--- src/rtl/vga_mem_arbiter.sv ---
// Single-port memory arbiter between the CPU and the VGA glyph fetcher.
// VGA wins during active video, the CPU wins during blanking, and a wait counter bounds CPU stalls.
module vga_mem_arbiter #(
    parameter int unsigned DATA_WIDTH   = 16,
    parameter int unsigned ADDR_WIDTH   = 16,
    parameter int unsigned CPU_MAX_WAIT = 15
) (
    input  logic                  clk,
    input  logic                  reset,
    input  logic                  vga_blank_n,
    input  logic                  vga_req,
    input  logic [ADDR_WIDTH-1:0] vga_addr,
    output logic                  vga_gnt,
    output logic [DATA_WIDTH-1:0] vga_data,
    output logic                  vga_valid,
    input  logic                  cpu_req,
    input  logic                  cpu_we,
    input  logic [ADDR_WIDTH-1:0] cpu_addr,
    input  logic [DATA_WIDTH-1:0] cpu_wdata,
    output logic                  cpu_gnt,
    output logic [DATA_WIDTH-1:0] cpu_rdata,
    output logic                  cpu_valid,
    output logic [ADDR_WIDTH-1:0] mem_addr,
    output logic [DATA_WIDTH-1:0] mem_wdata,
    output logic                  mem_we,
    input  logic [DATA_WIDTH-1:0] mem_rdata
);

    localparam logic [7:0] MaxWait = 8'(CPU_MAX_WAIT);

    typedef enum logic [1:0] {
        OwnNone,
        OwnVga,
        OwnCpu
    } owner_t;

    owner_t                owner_q;
    logic [7:0]            wait_cnt_q;
    logic [DATA_WIDTH-1:0] vga_data_q;
    logic [DATA_WIDTH-1:0] cpu_rdata_q;

    logic force_cpu;
    logic cpu_win;
    logic vga_win;

    always_comb begin
        force_cpu = cpu_req && (wait_cnt_q == MaxWait);
        cpu_win   = cpu_req && (!vga_req || force_cpu || !vga_blank_n);
        vga_win   = vga_req && !cpu_win;
    end

    // Grants and the write strobe are masked so nothing leaks out while reset is held.
    always_comb begin
        vga_gnt   = vga_win && !reset;
        cpu_gnt   = cpu_win && !reset;
        mem_we    = cpu_win && cpu_we && !reset;
        mem_addr  = '0;
        mem_wdata = '0;
        if (cpu_win) begin
            mem_addr  = cpu_addr;
            mem_wdata = cpu_wdata;
        end else if (vga_win) begin
            mem_addr = vga_addr;
        end
    end

    always_ff @(posedge clk or posedge reset) begin
        if (reset) begin
            owner_q     <= OwnNone;
            wait_cnt_q  <= 8'd0;
            vga_data_q  <= '0;
            cpu_rdata_q <= '0;
        end else begin
            if (vga_win) begin
                owner_q <= OwnVga;
            end else if (cpu_win && !cpu_we) begin
                owner_q <= OwnCpu;
            end else begin
                owner_q <= OwnNone;
            end

            if (cpu_win || !cpu_req) begin
                wait_cnt_q <= 8'd0;
            end else if (wait_cnt_q != MaxWait) begin
                wait_cnt_q <= wait_cnt_q + 8'd1;
            end

            if (owner_q == OwnVga) begin
                vga_data_q <= mem_rdata;
            end
            if (owner_q == OwnCpu) begin
                cpu_rdata_q <= mem_rdata;
            end
        end
    end

    // Read data is forwarded straight from the RAM in the return cycle, then held.
    always_comb begin
        vga_valid = (owner_q == OwnVga);
        cpu_valid = (owner_q == OwnCpu);
        vga_data  = vga_valid ? mem_rdata : vga_data_q;
        cpu_rdata = cpu_valid ? mem_rdata : cpu_rdata_q;
    end

endmodule

--- config.mk ---
export PLATFORM = sky130hd
export DESIGN_NAME = vga_mem_arbiter
export DESIGN_NICKNAME = d
export VERILOG_FILES = /design/src/rtl/vga_mem_arbiter.sv
export SDC_FILE = /design/constraint.sdc
export NUM_CORES = 1
export LEC_CHECK = 0
export CAP_MARGIN = 20
export CORE_ASPECT_RATIO = 1.5
export CORE_UTILIZATION = 36
export DETAILED_ROUTE_END_ITERATION = 10
export PLACE_DENSITY_LB_ADDON = 0.1
export SETUP_SLACK_MARGIN = 0.1
export SLEW_MARGIN = 25
export SYNTH_ARGS = -nofsm -noshare
export SYNTH_HDL_FRONTEND = slang
export SYNTH_SLANG_ARGS = --single-unit
--- constraint.sdc ---
create_clock -name clk -period 2.2 [get_ports clk]
set_clock_uncertainty 0.1 [all_clocks]
set_input_delay 0.22 -clock clk [delete_from_list [all_inputs] [get_ports clk]]
set_output_delay 0.22 -clock clk [all_outputs]
set_load 0.02 [all_outputs]
==> metrics.txt <==
slew margin rel.=approximately 66%; largest area contributor in the netlist=dfrtp_1; max frequency=about 440 MHz; Pwr Total=2370 uW; Pwr Density=roughly 580 nW/um^2; DIE HEIGHT=approximately 94 um; n_diodes=0; final wirelength=around 6.4 mm; Mapped Nets=roughly 260; element type at the critical path end=primary output; worst reg2reg setup slack=0.34 ns; final core occ=between 70% and 80%; Root Buffer=clkbuf_8; Worst-Skew Late Latency=a little under 0.3 ns; first-pass GRT wire length=9.36 mm; asr flop ratio synth=between 90% and 100%; Layout fillers=390; synth cell count leaders=dfrtp_1, nand2_1, mux2_2; design area=4120 sq um; WP data required=1.88 ns; Worst Path Arrival=slightly below 2 ns; crit path max fanout=5; status=complete, but fails checks; Area after DPL=3640 sq um; sequential element share of the synthesized area=around half; Synth Flop Type=dfrtp_1; final slew viol count=0; footprint of the multi-input gates=around 1200 sq um; largest net degree at the start of global routing=43; Final Hold Viols=0; First-pass DRT Iterations=4; routability congestion estimate=around 0.77; number of distinct library cells after synthesis=24; post-cts hold buffer count=0; Setup-failing EPs final=29; min Tclk post-route=2.26 ns; EDFF count, synth=0; # port buffers=between 100 and 150; CTS tree=done; drt wl/cell=approximately 15 um; Worst setup SP type=flop; Yosys reg bits=42; Clock Tree Buf Depth=2; Clock transition at path regs=0.08 ns; worst min path class=input pin to asynchronous set/reset pin; site row count=33; Via density=4.82; Die W=roughly 64 um; clk sink count=42; post-synth top area share=51.3%; Synth area leaders=dfrtp_1, mux2_2, nand2_1; core area=5490 sq um; total grt overflow=0; Reg area=1050 sq um; share of layout cells above drive strength 1=40.6%; Avg Inst Size Synth=around 11 sq um; P&R area growth vs syn=101%; Die Area=between 6000 and 7000 sq um; post-synthesis cell area=between 2000 and 2500 sq um; Final Net Count=between 400 and 500; # DRC=0; GRT Total Usage=between 20% and 30%; fin worst setup slack=-0.0582 ns; Max-cap violations=0; I/O pin total=~140; failing checks=negative setup slack; Routed Antenna Nets=0; Static Leak=between 0.0015 and 0.002 uW; RSZ-0062 raised after global routing=yes; Initial DRC Count=41; initial antenna violation count=0; Post-Synthesis Cells=between 150 and 200; Final Cycle Share=103%; DR vias=2026; vias in the first global route=2130; Starting Density=a little under two fifths; synth warn=0; H-tree lvl count=2; worst-margin pin slew=between 0.5 and 0.6 ns; peak supply drop=between 0.0002 and 0.00025 V; most common cell in the netlist=dfrtp_1; Num CTS Buffers=5; WS Path Type=flop to primary output; dpl hpwl=around 4.4 mm
## flip-flops by register name, summed over array words and instances, names as in the netlist
name	count
cpu_rdata_q	16
wait_cnt_q	8
owner_q	2
vga_data_q	16
## layout make-up
cell class              count  area share, %
flip-flops and latches     42           25.5
clock inverters             2          0.243
repair buffers            166           41.6
multi-input cells         133           28.6
clock buffers               5           1.67
well taps                  70           2.13
inverters                   2          0.182
## power breakdown
| part | internal (uW) | switching (uW) | leakage (uW) | total [uW] |
|---|---|---|---|---|
| clock | 213 | 242 | 0.0000438 | 455 |
| combinational | 515 | 486 | 0.00126 | 1000 |
| sequential | 889 | 27.5 | 0.000513 | 916 |
| total | 1620 | 756 | 0.00182 | 2370 |
## cell usage in the layout (no fill, tap or decap), drive strengths merged
cell and count:
a31oi 1, and2 18, and3 3, and4bb 1, buf 61, clkbuf 7
clkdlybuf4s50 71, clkinv 3, dfrtp 42, dlygate4sd2 32, ha 1, inv 1
mux2 32, nand2 35, nand2b 2, nand3 2, nand4 3, nor2 11
nor2b 2, o22ai 16, xnor2 2, xor2 4
## per-stage QoR
step           worst slack, ns  hold slack [ns]  instances  TNS (ns)
2_1_floorplan            0.205            0.186        190         0
3_3_place_gp            -0.325            0.377        405     -9.59
3_5_place_dp            -0.338            0.382        405     -9.83
4_1_cts                -0.0780            0.340        418     -1.13
5_1_grt                 -0.147            0.410        420     -3.46
6_report               -0.0582            0.369        420    -0.843
## critical path, cell delays in order, from the launching register on
cell,delay [ns]
dfrtp_1,0.40
ha_2,0.20
and4bb_1,0.22
a31oi_4,0.20
nor2b_2,0.08
buf_6,0.14
clkbuf_16,0.15
o22ai_1,0.11
buf_4,0.17
## kinds of logic after synthesis
family | count (synthesis) | share of synthesized area, %
fa+ha+maj | 1 | 0.610
buf+inv | 15 | 3.84
compound gates | 17 | 5.49
mux | 32 | 17.6
flops | 42 | 51.3
xor+xnor | 6 | 2.56
simple gates | 77 | 18.7
## layer usage
metal / vias up / part of all wire (%) / GRT usage, %
met4: 0 / 2.3 / 9.85
met5: - / 0 / 0
met2: 116 / 52 / 37.2
met3: 13 / 8.9 / 5.43
met1: 940 / 36 / 21.0
li1: 957 / - / -
## final timing paths
check / endpoint / depth (start not counted) / startpoint
worst max-delay path: mem_addr[0] / 8 / wait_cnt_q[0]
worst min-delay path: wait_cnt_q[4] / 3 / reset
worst max register to register: wait_cnt_q[2] / 8 / wait_cnt_q[0]
worst min register to register: cpu_rdata_q[15] / 1 / cpu_rdata_q[15]
max in group asynchronous: cpu_rdata_q[12] / 3 / reset
min in group clk: cpu_rdata_q[15] / 1 / cpu_rdata_q[15]
## timing repair
action	4_1_cts	5_1_grt
resized for setup	262	37
pin swaps	8	6
setup endpoints to repair	67	37
gates cloned	1	3
buffers inserted	5	0
(Power assumes the default switching activity.)
